## config.mk

```make
export PLATFORM = sky130hd
export DESIGN_NAME = oam_dma_ctrl_flat
export DESIGN_NICKNAME = d
export VERILOG_FILES = /design/src/rtl/oam_dma_if.sv /design/src/rtl/oam_dma_ctrl.sv /design/src/flat_wrapper.sv
export SDC_FILE = /design/constraint.sdc
export NUM_CORES = 1
export LEC_CHECK = 0
export CAP_MARGIN = 0
export CORE_MARGIN = 1.5
export CORE_UTILIZATION = 39
export DETAILED_ROUTE_END_ITERATION = 10
export GPL_TIMING_DRIVEN = 0
export PLACE_DENSITY_LB_ADDON = 0.05
export SLEW_MARGIN = 10
export SYNTH_ARGS = -nofsm -noshare
export SYNTH_HDL_FRONTEND = slang
export SYNTH_SLANG_ARGS = --single-unit
```

## constraint.sdc

```tcl
create_clock -name clk -period 1.5 [get_ports clk]
set_input_delay 0.15 -clock clk [delete_from_list [all_inputs] [get_ports clk]]
set_output_delay 0.15 -clock clk [all_outputs]
set_load 0.01 [all_outputs]
```

## src/rtl/oam_dma_if.sv

```systemverilog
// oam_dma_if -- CPU-side and memory-side bus bundle for the sprite-DMA block.
//   cpu_addr/cpu_wdata/cpu_rw : CPU memory port request
//   cpu_rdy                   : CPU ready (0 stalls the CPU)
//   mem_addr/mem_wdata/mem_rw : arbitrated external memory request
//   mem_rdata                 : external memory read data (combinational)
//   dma_busy                  : transfer in progress
// modport slave  : the arbiter (oam_dma_ctrl)
// modport master : the surrounding CPU + memory environment
interface oam_dma_if;
  logic [15:0] cpu_addr;
  logic [7:0]  cpu_wdata;
  logic        cpu_rw;
  logic        cpu_rdy;
  logic [15:0] mem_addr;
  logic [7:0]  mem_wdata;
  logic        mem_rw;
  logic [7:0]  mem_rdata;
  logic        dma_busy;

  modport slave (
    input  cpu_addr, cpu_wdata, cpu_rw, mem_rdata,
    output cpu_rdy, mem_addr, mem_wdata, mem_rw, dma_busy
  );

  modport master (
    output cpu_addr, cpu_wdata, cpu_rw, mem_rdata,
    input  cpu_rdy, mem_addr, mem_wdata, mem_rw, dma_busy
  );
endinterface

```

## src/rtl/oam_dma_ctrl.sv

```systemverilog
// oam_dma_ctrl -- sprite-DMA sequencer and memory-bus arbiter.
// A CPU write to TRIG_ADDR stalls the CPU and copies page {data,00..FF}
// to OAM_ADDR, one read/write pair per two cycles, then releases the bus.
// Ports:
//   clk  : system clock (rising edge)
//   rst  : synchronous, active-high reset
//   bus  : oam_dma_if.slave (CPU request, memory request, cpu_rdy, dma_busy)
//
// state    | meaning
// ---------+---------------------------------------------------------
// ST_IDLE  | bus pass-through, CPU running, watching for the trigger
// ST_HALT  | CPU stalled, bus reads only; picks ALIGN or READ by parity
// ST_ALIGN | one wait cycle so every READ lands on a get (par=0) cycle
// ST_READ  | read {page,cnt}, latch the byte
// ST_WRITE | write latched byte to OAM_ADDR; advance or finish
module oam_dma_ctrl #(
  parameter logic [15:0] TRIG_ADDR = 16'h4014,
  parameter logic [15:0] OAM_ADDR  = 16'h2004
) (
  input logic       clk,
  input logic       rst,
  oam_dma_if.slave  bus
);

  localparam logic [2:0] ST_IDLE  = 3'd0;
  localparam logic [2:0] ST_HALT  = 3'd1;
  localparam logic [2:0] ST_ALIGN = 3'd2;
  localparam logic [2:0] ST_READ  = 3'd3;
  localparam logic [2:0] ST_WRITE = 3'd4;

  logic [2:0] state;
  logic [7:0] page;
  logic [7:0] cnt;
  logic [7:0] data_buf;
  logic       par;
  logic       trig;

  assign trig = (state == ST_IDLE) && !bus.cpu_rw && (bus.cpu_addr == TRIG_ADDR);

  always_ff @(posedge clk) begin
    if (rst) begin
      state    <= ST_IDLE;
      page     <= 8'h00;
      cnt      <= 8'h00;
      data_buf <= 8'h00;
      par      <= 1'b0;
    end else begin
      par <= ~par;
      case (state)
        ST_IDLE: begin
          if (trig) begin
            page  <= bus.cpu_wdata;
            cnt   <= 8'h00;
            state <= ST_HALT;
          end
        end
        // par=1 now means the next cycle is a get cycle
        ST_HALT:  state <= par ? ST_READ : ST_ALIGN;
        ST_ALIGN: state <= ST_READ;
        ST_READ: begin
          data_buf <= bus.mem_rdata;
          state    <= ST_WRITE;
        end
        ST_WRITE: begin
          if (cnt == 8'hFF) begin
            state <= ST_IDLE;
          end else begin
            cnt   <= cnt + 8'd1;
            state <= ST_READ;
          end
        end
        default: state <= ST_IDLE;
      endcase
    end
  end

  always_comb begin
    bus.mem_addr  = bus.cpu_addr;
    bus.mem_wdata = bus.cpu_wdata;
    bus.mem_rw    = bus.cpu_rw;
    bus.cpu_rdy   = 1'b1;
    bus.dma_busy  = (state != ST_IDLE);
    case (state)
      ST_HALT, ST_ALIGN: begin
        // stalled CPU may still present a write; force a harmless read
        bus.mem_rw  = 1'b1;
        bus.cpu_rdy = 1'b0;
      end
      ST_READ: begin
        // low byte is cnt only: no carry into page at $xxFF
        bus.mem_addr = {page, cnt};
        bus.mem_rw   = 1'b1;
        bus.cpu_rdy  = 1'b0;
      end
      ST_WRITE: begin
        bus.mem_addr  = OAM_ADDR;
        bus.mem_wdata = data_buf;
        bus.mem_rw    = 1'b0;
        bus.cpu_rdy   = 1'b0;
      end
      default: ;
    endcase
  end

endmodule

```

## src/flat_wrapper.sv

```systemverilog
// flat-port wrapper written by rule: the top's interface ports become plain ports
module oam_dma_ctrl_flat 
#(
  parameter logic [15:0] TRIG_ADDR = 16'h4014,
  parameter logic [15:0] OAM_ADDR  = 16'h2004
)
  (clk, rst, bus_cpu_addr, bus_cpu_wdata, bus_cpu_rw, bus_mem_rdata, bus_cpu_rdy, bus_mem_addr, bus_mem_wdata, bus_mem_rw, bus_dma_busy);
  oam_dma_if bus_i ();
  input logic clk;
  input logic rst;
  input wire logic [$bits(bus_i.cpu_addr)-1:0] bus_cpu_addr;
  input wire logic [$bits(bus_i.cpu_wdata)-1:0] bus_cpu_wdata;
  input wire logic [$bits(bus_i.cpu_rw)-1:0] bus_cpu_rw;
  input wire logic [$bits(bus_i.mem_rdata)-1:0] bus_mem_rdata;
  output wire logic [$bits(bus_i.cpu_rdy)-1:0] bus_cpu_rdy;
  output wire logic [$bits(bus_i.mem_addr)-1:0] bus_mem_addr;
  output wire logic [$bits(bus_i.mem_wdata)-1:0] bus_mem_wdata;
  output wire logic [$bits(bus_i.mem_rw)-1:0] bus_mem_rw;
  output wire logic [$bits(bus_i.dma_busy)-1:0] bus_dma_busy;
  assign bus_i.cpu_addr = bus_cpu_addr;
  assign bus_i.cpu_wdata = bus_cpu_wdata;
  assign bus_i.cpu_rw = bus_cpu_rw;
  assign bus_i.mem_rdata = bus_mem_rdata;
  assign bus_cpu_rdy = bus_i.cpu_rdy;
  assign bus_mem_addr = bus_i.mem_addr;
  assign bus_mem_wdata = bus_i.mem_wdata;
  assign bus_mem_rw = bus_i.mem_rw;
  assign bus_dma_busy = bus_i.dma_busy;
  oam_dma_ctrl #(.TRIG_ADDR(TRIG_ADDR), .OAM_ADDR(OAM_ADDR)) u_core (.clk(clk), .rst(rst), .bus(bus_i));
endmodule
```

Word level (Yosys, flattened, before mapping)
Index checks and enable logic that the tools add are counted.
{ "classes": {"addsub": 1, "bitwise_logic": 1, "n_reduce_logical": 10, "eq_ne": 8, "mux": 11} }
{ "ops": {"columns": ["op", "count"], "rows": [
  ["case mux 16 bit (2 select lines)", 1],
  ["two-way mux 8 bit", 3],
  ["== test 16 x 15 -> 1 bit (second input constant)", 1],
  ["case mux 8 bit (2 select lines)", 1],
  ["case mux 3 bit (5 select lines)", 1],
  ["adder 8 x 1 -> 8 bit (second input constant)", 1],
  ["== test 8 bit (second input constant)", 1],
  ["== test 3 x 2 -> 1 bit (second input constant)", 2],
  ["OR reduction 4 bit", 1],
  ["== test 3 x 1 -> 1 bit (second input constant)", 1],
  ["== test 3 bit (second input constant)", 1],
  ["logical NOT 3 bit", 1],
  ["two-way mux 3 bit", 1],
  ["AND reduction 3 bit", 1],
  ["nonzero test 3 bit", 1],
  ["OR reduction 3 bit", 1],
  ["logical AND 1 bit", 2],
  ["two-way mux 1 bit", 2],
  ["two-way mux 2 bit", 1],
  ["!= test 2 x 1 -> 1 bit (second input constant)", 1],
  ["!= test 2 bit (second input constant)", 1],
  ["case mux 1 bit (2 select lines)", 1],
  ["AND reduction 2 bit", 1],
  ["nonzero test 2 bit", 1],
  ["2 further kinds", 2]
]} }
{ "word_totals": {"output_inout_bits": 27, "ff_bits": 28, "input_bits": 35} }

Logic depth before layout (Yosys ltp)
Gate-level depths: netlist of the first run.
{ "depth": {"word_depth": 5, "depth_mapped": 6} }

Least setup slack after synthesis of the first run
Ideal clock, no wire load.
{ "synth_path": {"path_kind": "register to register", "startpoint": "register u_core.state[0]", "endpoint": "register u_core.state[0]", "setup_slack_ps": -80, "stages_incl_launch_ff": 6, "setup_time_ps": 74, "n_path_buf": 1, "arrival_ps": 1505, "period_less_slack_ps": 1580, "path_cell_list": "dfxtp_1 > buf_4 > or3b_1 > a31o_4 > a221o_1 > a31oi_1"} }
{ "synth_between": {"elab_chain_cells": 4, "word_cells_on_any_way": 9, "classes_between": "eq/ne (5); mux (1); reduce/logical (3)"} }
{ "synth_rtl": {"columns": ["element", "line", "text"], "rows": [
  ["from (decl)", "oam_dma_ctrl.sv:31", "logic [2:0] state;"],
  ["from (signal assigned)", "oam_dma_ctrl.sv:58", "ST_HALT: state <= par ? ST_READ : ST_ALIGN;"],
  ["logical NOT 3 bit", "oam_dma_ctrl.sv:38, oam_dma_ctrl.sv:49", null],
  ["logical AND 1 bit (2 in series)", "oam_dma_ctrl.sv:38", "assign trig = (state == ST_IDLE) && !bus.cpu_rw && (bus.cpu_addr == TRIG_ADDR);"],
  ["!= test 2 x 1 -> 1 bit (no line)", null, null]
]} }
Several ways; a longest one is shown, not always the timed one.
A chain may end at the register's enable or synchronous reset.

Worst setup path in the final report of the first run
{ "layout_path": {"startpoint": "register u_core.state[1]", "endpoint": "register u_core.state[0]"} }
The elaborated chain is that of the path after synthesis.

==> out/results.txt, run 1 <==
Vias in the first global route: 1758
Post-Synthesis Net Count: 245
Failing checks: setup timing
Worst Hold End: u_core.data_buf[7]
CP Capture Type: flip-flop
YS warnings: 0
GR Util All Layers: 25.56%
Area growth, synth to finish: 76.57%
Rel. slew slack: 62.82%
Critical R2R Capture: u_core.state[0]
Starting density of the core: 41.38%
Cells after synthesis: 209
ANT cells: 0
I/O pin total: 62
Vias per cell: 5.684
Worst-margin pin slew: 0.5578 ns
Number of flops mapped to enable cells by yosys: 0
Setup crit start kind: flip-flop
Pwr Total: 1.751 mW
P_sw: 509.9 uW
Top cell type's share of synthesized area: 36.19%
Leading post-synthesis cells by cell area: dfxtp_1 36%, nand2_1 12%, a22o_1 7.9%
Nets: 338
Placed Cells: 317
Worst hold start: rst
Worst Reg-to-Reg Cells: 6
Worst EP arrival: 1.97 ns
Largest net degree at the start of global routing: 15
Drt wl/cell: 16.99 um
Combinational fraction of design power: 31.5%
Seq pwr share: 44.9%
Switch share: 29.12%
Setup CP Type: reg2reg
Chip width: 66.02 um
CTS buffer count: 3
First-pass GRT wire length: 8.535 mm
Internal power: 1.241 mW
LEAKAGE: 1.140 nW
R2R Setup Slk: -0.26 ns
Async SR Flop Fraction: 0%
Synth Flop Type: dfxtp_1
Pre-antenna DRT Iters: 4
Tcrit/Tclk final: 117.5%
Gr ovfl total: 0
Full die area: 4359 um2
Slack of the critical path: -0.2631 ns
Syn_area_per_cell: 7.411 um2
Vias: 1978
H-tree level count: 1
Worst skew pair latency: 0.27 ns
Final Cell Area: 2735 um2
Clock network fraction of total power: 23.6%
Seq/Total Area, Yosys: 36.19%
Unrepaired setup endpoints after global routing: true
Status: finished with violations
Worst clock skew: 0.005659 ns
WHS Path Cells: 2
DP Area: 2222 um2
Die Y: 66.02 um
R2r startpoint: u_core.state[1]
RD Place Congestion: 0.9288
WL final: 5.914 mm
Data required, critical path: 1.71 ns
Fin util: 73.06%
Max Buffers Root-to-Sink: 2
Core Rows: 22
Number of antenna violations at the first check in global routing: 0
Fmax: 0.5672 GHz
CTS tree: built
Setup violations, final: 44
Worst vdd ir: 511.3 uV
Count of max-cap constraint violations: 0
Port-buffer cells: 60
Mapped cell area: 1549 um2
DR DRC count: 0
Tmin final: 1.763 ns
Flops & latches, synth: 28
Worst-path clk slew: 0.10 ns
Worst Hold Class: in2reg
Pwr Density: 640.2 nW/um2
Layout cells sized above 1: 38.00%
HPWL after detailed placement: 3.556 mm
Fin cells: 348
Clock root buffer: clkbuf_8
Crit-path max FO: 7
Detail Route Antenna Nets: 0
Clk sinks: 28
Slew Viols, Final: 0
DR iter-0 viols: 124
Pre-CTS setup slack: -0.8009 ns
Area leader, netlist: dfxtp_1
Final Hold Viols: 0
Core area: 3744 um2
Synth unique cells: 33
## cells by family after synthesis
kind of cell    share of synthesized area (%)
simple gates                            30.13
compound gates                          27.63
flops                                   36.19
buf+inv                                 4.685
xor+xnor                               0.5655
fa+ha+maj                              0.8076
## cell usage after synthesis, drive strengths merged, types with 4 or more instances
master	count
nand2	49
dfxtp	28
a21oi	21
a22o	14
nand3	12
clkbuf	11
o21ai	11
nor2	8
a31oi	6
or2	6
buf	5
o211ai	5
nand4	4
nor3	4
o311ai	4
## what timing repair did
action	CTS	global route
buffers inserted	20	6
cloned	2	3
gates resized for setup	170	46
hold endpoints to repair	0	0
pin swaps	24	12
hold buffers	0	0
endpoints found under the setup margin	52	44
## flip-flops by register name, summed over array words and instances, names as in the netlist
register         cells
u_core.cnt           8
u_core.data_buf      8
u_core.page          8
u_core.state         3
u_core.par           1
## layout by cell type, fill, tap and decap left out, types with 3 or more instances in the layout
cell type,count
buf_6,15
clkbuf_16,3
clkbuf_8,6
nand2_1,36
dfxtp_1,25
nand3_1,12
buf_8,4
buf_2,23
a31oi_1,6
o21ai_2,7
a21oi_1,18
nand2_2,10
or2_2,4
clkbuf_1,3
nor2_1,6
o211ai_1,5
a21oi_2,3
nand2_4,3
buf_4,16
o21ai_1,3
clkdlybuf4s50_1,31
nand4_1,4
a22o_1,14
## worst max-delay path by stage
stage / end / cells after the start / slack (ns) / from
final: u_core.state[0] / 6 / -0.26 / u_core.state[1]
after global routing: bus_mem_addr[14] / 7 / -0.30 / u_core.state[1]
after CTS: u_core.state[0] / 6 / -0.24 / u_core.state[0]
after detailed placement: bus_mem_addr[14] / 7 / -0.80 / u_core.state[1]
after global placement: bus_mem_addr[13] / 6 / -0.88 / u_core.state[2]
after floorplan: u_core.state[0] / 5 / -0.02 / u_core.state[1]
## critical path, stage by stage (launching register included)
cell     delay, ns
dfxtp_2       0.33
buf_6         0.13
or3b_4        0.42
buf_6         0.13
a31o_4        0.23
a221o_1       0.32
a31oi_1       0.12
## routing by layer
layer  part of all wire, %  routed length [um]  up-vias  track usage (%)
met2                    50                2931       79            42.30
met3                   6.8                 403        4            6.474
met5                     0                   0        -                0
met1                    43                2539      942            33.33
li1                      -                   -      953                -
met4                  0.68                  40        0            6.122
## power by group through the flow
stage	Clock [mW]	Sequential, mW	Combinational (mW)
4_1_cts	0.421	0.767	0.531
2_1_floorplan	0	0.782	0.205
6_report	0.414	0.786	0.552
3_3_place_gp	0	0.783	0.473
5_1_grt	0.458	0.787	0.581
3_5_place_dp	0	0.783	0.474
## area by class of cell
cell class / count / area, um2
fill: 302 / 1008
buffer: 13 / 146.4
clock buffer: 3 / 41.29
timing repair buffer: 91 / 812.0
inverter: 1 / 3.754
tap: 48 / 60.06
sequential: 28 / 569.3
multi-input combinational: 164 / 1102
## per-stage QoR
step                setup TNS (ns)  hold slack [ns]
finish                      -8.425           0.3368
global route                -10.55           0.3171
CTS                         -6.767           0.3142
detailed placement          -29.35           0.4147
global placement            -29.95           0.4043
floorplan                 -0.04573           0.2860
Power figures use the tool's default switching activity.
==> run 2, diff against run 1 <==
--- a/config.mk
+++ b/config.mk
@@ -6,11 +6,13 @@
 export NUM_CORES = 1
 export LEC_CHECK = 0
 export CAP_MARGIN = 0
+export CORE_ASPECT_RATIO = 0.9
 export CORE_MARGIN = 1.5
 export CORE_UTILIZATION = 39
 export DETAILED_ROUTE_END_ITERATION = 10
 export GPL_TIMING_DRIVEN = 0
 export PLACE_DENSITY_LB_ADDON = 0.05
+export REMOVE_ABC_BUFFERS = 1
 export SLEW_MARGIN = 10
 export SYNTH_ARGS = -nofsm -noshare
 export SYNTH_HDL_FRONTEND = slang
==> run 2 against run 1 <==
- the flow still finishes with violations (setup timing)
- sequential share of layout area decreased by 1.5 points
- maximum frequency decreased by 3.1%
- worst setup slack got worse by 0.056 ns
- via count increased by 11%
- worst hold slack improved by 0.082 ns
- clock skew increased by 0.0099 ns
==> out/results.txt, run 2 (same netlist as run 1, synthesis figures left out) <==
Status: finished with violations
Failing checks: setup timing
Worst EP arrival: 1.67 ns (-0.30 ns)
Crit-path max FO: 10 (+3)
H-tree level count: 1 (unchanged)
Setup crit start kind: flip-flop
Vias in the first global route: 1971 (+12%)
Worst Reg-to-Reg Cells: 5 (-1)
HPWL after detailed placement: 3.221 mm (-9.4%)
LEAKAGE: 1.222 nW (+7.2%)
Worst clock skew: 0.01554 ns (+0.009883 ns)
Setup violations, final: 42 (-4.5%)
GR Util All Layers: 28.83% (+3.3 points)
Die Y: 62.79 um (-4.9%)
Unrepaired setup endpoints after global routing: true
Worst skew pair latency: 0.28 ns (about the same)
Vias per cell: 6.177 (+8.7%)
Area growth, synth to finish: 91.28%
Gr ovfl total: 0 (unchanged)
Worst-margin pin slew: 1.175 ns (+0.6168 ns)
Rel. slew slack: 21.45% (-41 points)
Count of max-cap constraint violations: 0 (unchanged)
CTS tree: built
DR DRC count: 0 (unchanged)
Clk sinks: 28 (unchanged)
Layout cells sized above 1: 44.84% (+6.8 points)
Detail Route Antenna Nets: 0 (unchanged)
ANT cells: 0 (unchanged)
I/O pin total: 62 (unchanged)
Worst-path clk slew: 0.11 ns (about the same)
Fin cells: 356 (+2.3%)
Final Cell Area: 2963 um2 (+8.3%)
WHS Path Cells: 3 (+1)
Drt wl/cell: 20.59 um (+21%)
WL final: 7.329 mm (+24%)
Nets: 347 (+2.7%)
Number of antenna violations at the first check in global routing: 0 (unchanged)
Full die area: 4359 um2 (about the same)
DR iter-0 viols: 238 (+92%)
Filler cells: 254 (-16%)
Clock root buffer: clkbuf_8
First-pass GRT wire length: 10.05 mm (+18%)
Final Hold Viols: 0 (unchanged)
Placed Cells: 302 (-4.7%)
Fmax: 0.5497 GHz (-3.1%)
Port-buffer cells: 61 (+1.7%)
Starting density of the core: 41.23% (-0.15 points)
Chip width: 69.43 um (+5.2%)
Slew Viols, Final: 0 (unchanged)
Commonest cells after routing, fill and taps aside: 38 x nand2_1, 32 x clkdlybuf4s50_1, 30 x buf_6
Worst vdd ir: 603.8 uV (+18%)
Register Area: 571.8 um2 (+0.44%)
Largest net degree at the start of global routing: 29 (+14)
Data required, critical path: 1.35 ns (-0.36 ns)
Core area: 3757 um2 (+0.37%)
Pwr Total: 2.115 mW (+21%)
Tcrit/Tclk final: 121.3% (+3.7 points)
Vias: 2199 (+11%)
Largest registers: u_core.cnt (8), u_core.data_buf (8), u_core.page (8)
Max Buffers Root-to-Sink: 2 (unchanged)
Multi-input logic area: 1214 um2 (+10%)
Worst Hold Class: in2reg
CP Capture Type: output port
Slack of the critical path: -0.3191 ns (-0.05595 ns)
DP Area: 2195 um2 (-1.2%)
Core Rows: 21 (-4.5%)
Setup CP Type: reg2out
CTS buffer count: 3 (unchanged)
Tmin final: 1.819 ns (+0.05595 ns)
Most common cell after layout, fill and taps aside: nand2_1
Pre-antenna DRT Iters: 6 (+2)
Pwr Density: 713.8 nW/um2 (+11%)
RD Place Congestion: 0.7408 (-20%)
## run 2: metal layers
layer / track usage (%) / vias up / wire length (um)
li1: - / 970 / -
met1: 37.85 / 1026 / 2929
met2: 48.92 / 162 / 3402
met3: 4.516 / 41 / 635
met4: 8.333 / 0 / 363
met5: 0 / - / 0
## run 2: critical path, cell delays in order, from the launching register on
cell     delay (ns)
dfxtp_4        0.44
nand2_2        0.11
nor2_4         0.17
buf_4          0.16
nor2_4         0.05
buf_12         0.13
a22o_1         0.18
buf_2          0.14
## run 2: metrics by stage
stage               worst slack, ns  TNS (ns)  utilization [%]  hold slack (ns)
detailed placement           -1.219    -39.24            58.41           0.4140
global route                -0.3528    -11.40            78.85           0.4233
CTS                         -0.2385    -5.801            74.89           0.4041
global placement             -2.628    -80.17            57.18           0.4041
finish                      -0.3191    -9.721            78.85           0.4187
floorplan                   -0.9711    -23.70                -           0.2167
## run 2: path summary, 6_finish.rpt
check / from / to / slack (ns)
worst max-delay path: u_core.state[1] / bus_mem_addr[12] / -0.32
worst min-delay path: bus_mem_rdata[1] / u_core.data_buf[1] / 0.42
worst max register to register: u_core.state[1] / u_core.state[0] / -0.32
worst min register to register: u_core.par / u_core.par / 0.45
## run 2: final cells by class
cell class | count | area share (%)
Multi-Input combinational cell | 166 | 40.96
Timing Repair Buffer | 111 | 35.26
Sequential cell | 28 | 19.30
Clock inverter | 1 | 1.014
Tap cell | 46 | 1.943
Clock buffer | 3 | 1.394
Inverter | 1 | 0.1267
## run 2: report_power, final
group	internal (mW)	total [mW]	switching [mW]
Sequential	0.763	0.809	0.0458
Combinational	0.387	0.701	0.314
Clock	0.358	0.605	0.247
## run 2: timing repair
item                                    CTS  global route
endpoints found under the setup margin   45            45
gates resized for setup                 187            36
pin swaps                                38            19
hold buffers                              0             0
hold endpoints to repair                  0             0
buffers inserted                         42             7
cloned                                    4             0
==> run 3, diff against run 2 <==
--- a/config.mk
+++ b/config.mk
@@ -11,8 +11,9 @@
 export CORE_UTILIZATION = 39
 export DETAILED_ROUTE_END_ITERATION = 10
 export GPL_TIMING_DRIVEN = 0
-export PLACE_DENSITY_LB_ADDON = 0.05
+export PLACE_DENSITY = 0.86
 export REMOVE_ABC_BUFFERS = 1
+export SKIP_CTS_REPAIR_TIMING = 1
 export SLEW_MARGIN = 10
 export SYNTH_ARGS = -nofsm -noshare
 export SYNTH_HDL_FRONTEND = slang
==> run 3 against run 2 <==
- the flow still finishes with violations (setup timing)
- flip-flop and latch count unchanged
- clock-buffer cell count is the same
- non-clock buffer count is 16 lower
- sequential power is 1% lower
- wire length is 19% lower
- worst setup slack worse by 0.010 ns
- combinational power fell by 25%
- total power down 8.6%
- critical path type is now reg2reg
- largest cell class unchanged
==> out/results.txt, run 3 (same netlist as run 1, synthesis figures left out) <==
Worst clock skew: 0.006172 ns (-0.009369 ns)
CTS buffer count: 3 (unchanged)
WL final: 5.905 mm (-19%)
Drt wl/cell: 17.42 um (-15%)
Area growth, synth to finish: 68.82%
Pwr Total: 1.932 mW (-8.6%)
Data required, critical path: 1.63 ns (+0.28 ns)
Setup violations, final: 43 (+2.4%)
Detail Route Antenna Nets: 0 (unchanged)
I/O pin total: 62 (unchanged)
Largest net degree at the start of global routing: 29 (unchanged)
Commonest cells after routing, fill and taps aside: 42 x nand2_1, 34 x clkdlybuf4s50_1, 25 x dfxtp_1
Pre-antenna DRT Iters: 7 (+1)
CP dominant cell by count: buf_4
Slack of the critical path: -0.3291 ns (-0.01005 ns)
Worst-margin pin slew: 1.018 ns (-0.1566 ns)
Crit-path max FO: 6 (-4)
Vias per cell: 5.853 (-5.3%)
Worst Hold Class: in2reg
Worst path max stage delay: 0.47 ns (+0.03 ns)
Filler cells: 281 (+11%)
Chip width: 69.43 um (unchanged)
Starting density of the core: 41.23% (unchanged)
Fin util: 69.60% (-9.3 points)
H-tree level count: 1 (unchanged)
CTS tree: built
Pwr Density: 738.8 nW/um2 (+3.5%)
GR Util All Layers: 21.26% (-7.6 points)
Worst-path clk slew: 0.10 ns (about the same)
Placed Cells: 302 (unchanged)
Tmin final: 1.829 ns (+0.01005 ns)
Max Buffers Root-to-Sink: 2 (unchanged)
Full die area: 4359 um2 (unchanged)
Die Y: 62.79 um (unchanged)
Most common cell after layout, fill and taps aside: nand2_1
Multi-input logic area: 1044 um2 (-14%)
DP Area: 2182 um2 (-0.57%)
Worst EP arrival: 1.96 ns (+0.29 ns)
Clock root buffer: clkbuf_8
CP endpoint: u_core.cnt[5]
Vias: 1984 (-9.8%)
HPWL after detailed placement: 3.320 mm (+3.1%)
Fin cells: 339 (-4.8%)
Setup crit start kind: flip-flop
ANT cells: 0 (unchanged)
Unrepaired setup endpoints after global routing: true
CP Capture Type: flip-flop
First-pass GRT wire length: 7.569 mm (-25%)
Tcrit/Tclk final: 121.9% (+0.67 points)
Vias in the first global route: 1624 (-18%)
Slowest-stage cell, CP: o21ai_0
Setup CP Type: reg2reg
Count of max-cap constraint violations: 0 (unchanged)
Status: finished with violations
Worst skew pair latency: 0.28 ns (about the same)
R2R Setup Slk: -0.33 ns (about the same)
Register Area: 571.8 um2 (unchanged)
Core area: 3757 um2 (unchanged)
RD Place Congestion: 0.7918 (+6.9%)
Port-buffer cells: 61 (unchanged)
Worst vdd ir: 569.0 uV (-5.8%)
Core Rows: 21 (unchanged)
Number of antenna violations at the first check in global routing: 0 (unchanged)
Nets: 330 (-4.9%)
Failing checks: setup timing
Hold_ws: 0.4073 ns (-0.01138 ns)
Worst Reg-to-Reg Cells: 7 (+2)
Gr ovfl total: 0 (unchanged)
LEAKAGE: 1.129 nW (-7.7%)
Critical path launch point: u_core.state[2]
Final Hold Viols: 0 (unchanged)
R2r startpoint: u_core.state[2]
Clk sinks: 28 (unchanged)
Critical R2R Capture: u_core.cnt[5]
Rel. slew slack: 31.92% (+10 points)
DR iter-0 viols: 174 (-27%)
Final Cell Area: 2615 um2 (-12%)
DR DRC count: 0 (unchanged)
Fmax: 0.5467 GHz (-0.55%)
Layout cells sized above 1: 31.06% (-14 points)
Largest registers: u_core.cnt (8), u_core.data_buf (8), u_core.page (8)
Slew Viols, Final: 0 (unchanged)
Crit-path cells: buf_4 > buf_4 > nor3_4 > buf_6 > nand4_1 > o21ai_0 > a31oi_1
-- run 3: cell type report --
cell class | count | share of cell area, %
multi-input combinational | 165 | 39.90
timing repair buffer | 95 | 33.16
sequential | 28 | 21.87
tap | 46 | 2.201
clock buffer | 3 | 1.579
clock inverter | 1 | 1.148
inverter | 1 | 0.1435
-- run 3: critical path, delay by kind of cell, from the launching register on --
kind,cells,cell delay [ns]
and+or+nand+nor,2,0.21
DFF,1,0.39
buffers and inverters,3,0.43
AOI/OAI and AO/OA,2,0.64
-- run 3: worst min-delay path by stage --
| stage | start | to | slack (ns) | depth (start not counted) |
|---|---|---|---|---|
| 3_5_place_dp | u_core.par | u_core.par | 0.41 | 1 |
| 2_1_floorplan | rst | u_core.par | 0.22 | 1 |
| 5_1_grt | bus_mem_rdata[6] | u_core.data_buf[6] | 0.41 | 3 |
| 4_1_cts | bus_mem_rdata[4] | u_core.data_buf[4] | 0.41 | 3 |
| 3_3_place_gp | u_core.par | u_core.par | 0.40 | 1 |
| 6_report | bus_mem_rdata[4] | u_core.data_buf[4] | 0.41 | 3 |
-- run 3: power by group --
group | internal (mW) | switching (mW) | leakage [nW]
Combinational | 0.292 | 0.231 | 0.865
Sequential | 0.763 | 0.0337 | 0.228
Clock | 0.358 | 0.254 | 0.0357
-- run 3: layer usage --
layer,vias to the layer above,part of all wire (%),track usage [%]
met5,-,0,0
met3,15,8.8,4.677
met4,0,2.2,4.657
met1,921,40,28.57
met2,121,49,34.98
li1,927,-,-
-- run 3: metrics by stage --
step | setup slack (ns) | setup TNS [ns]
finish | -0.3291 | -9.974
global placement | -2.484 | -73.40
global route | -0.4482 | -13.36
CTS | -1.411 | -40.53
detailed placement | -1.094 | -36.67
floorplan | -0.9711 | -23.70
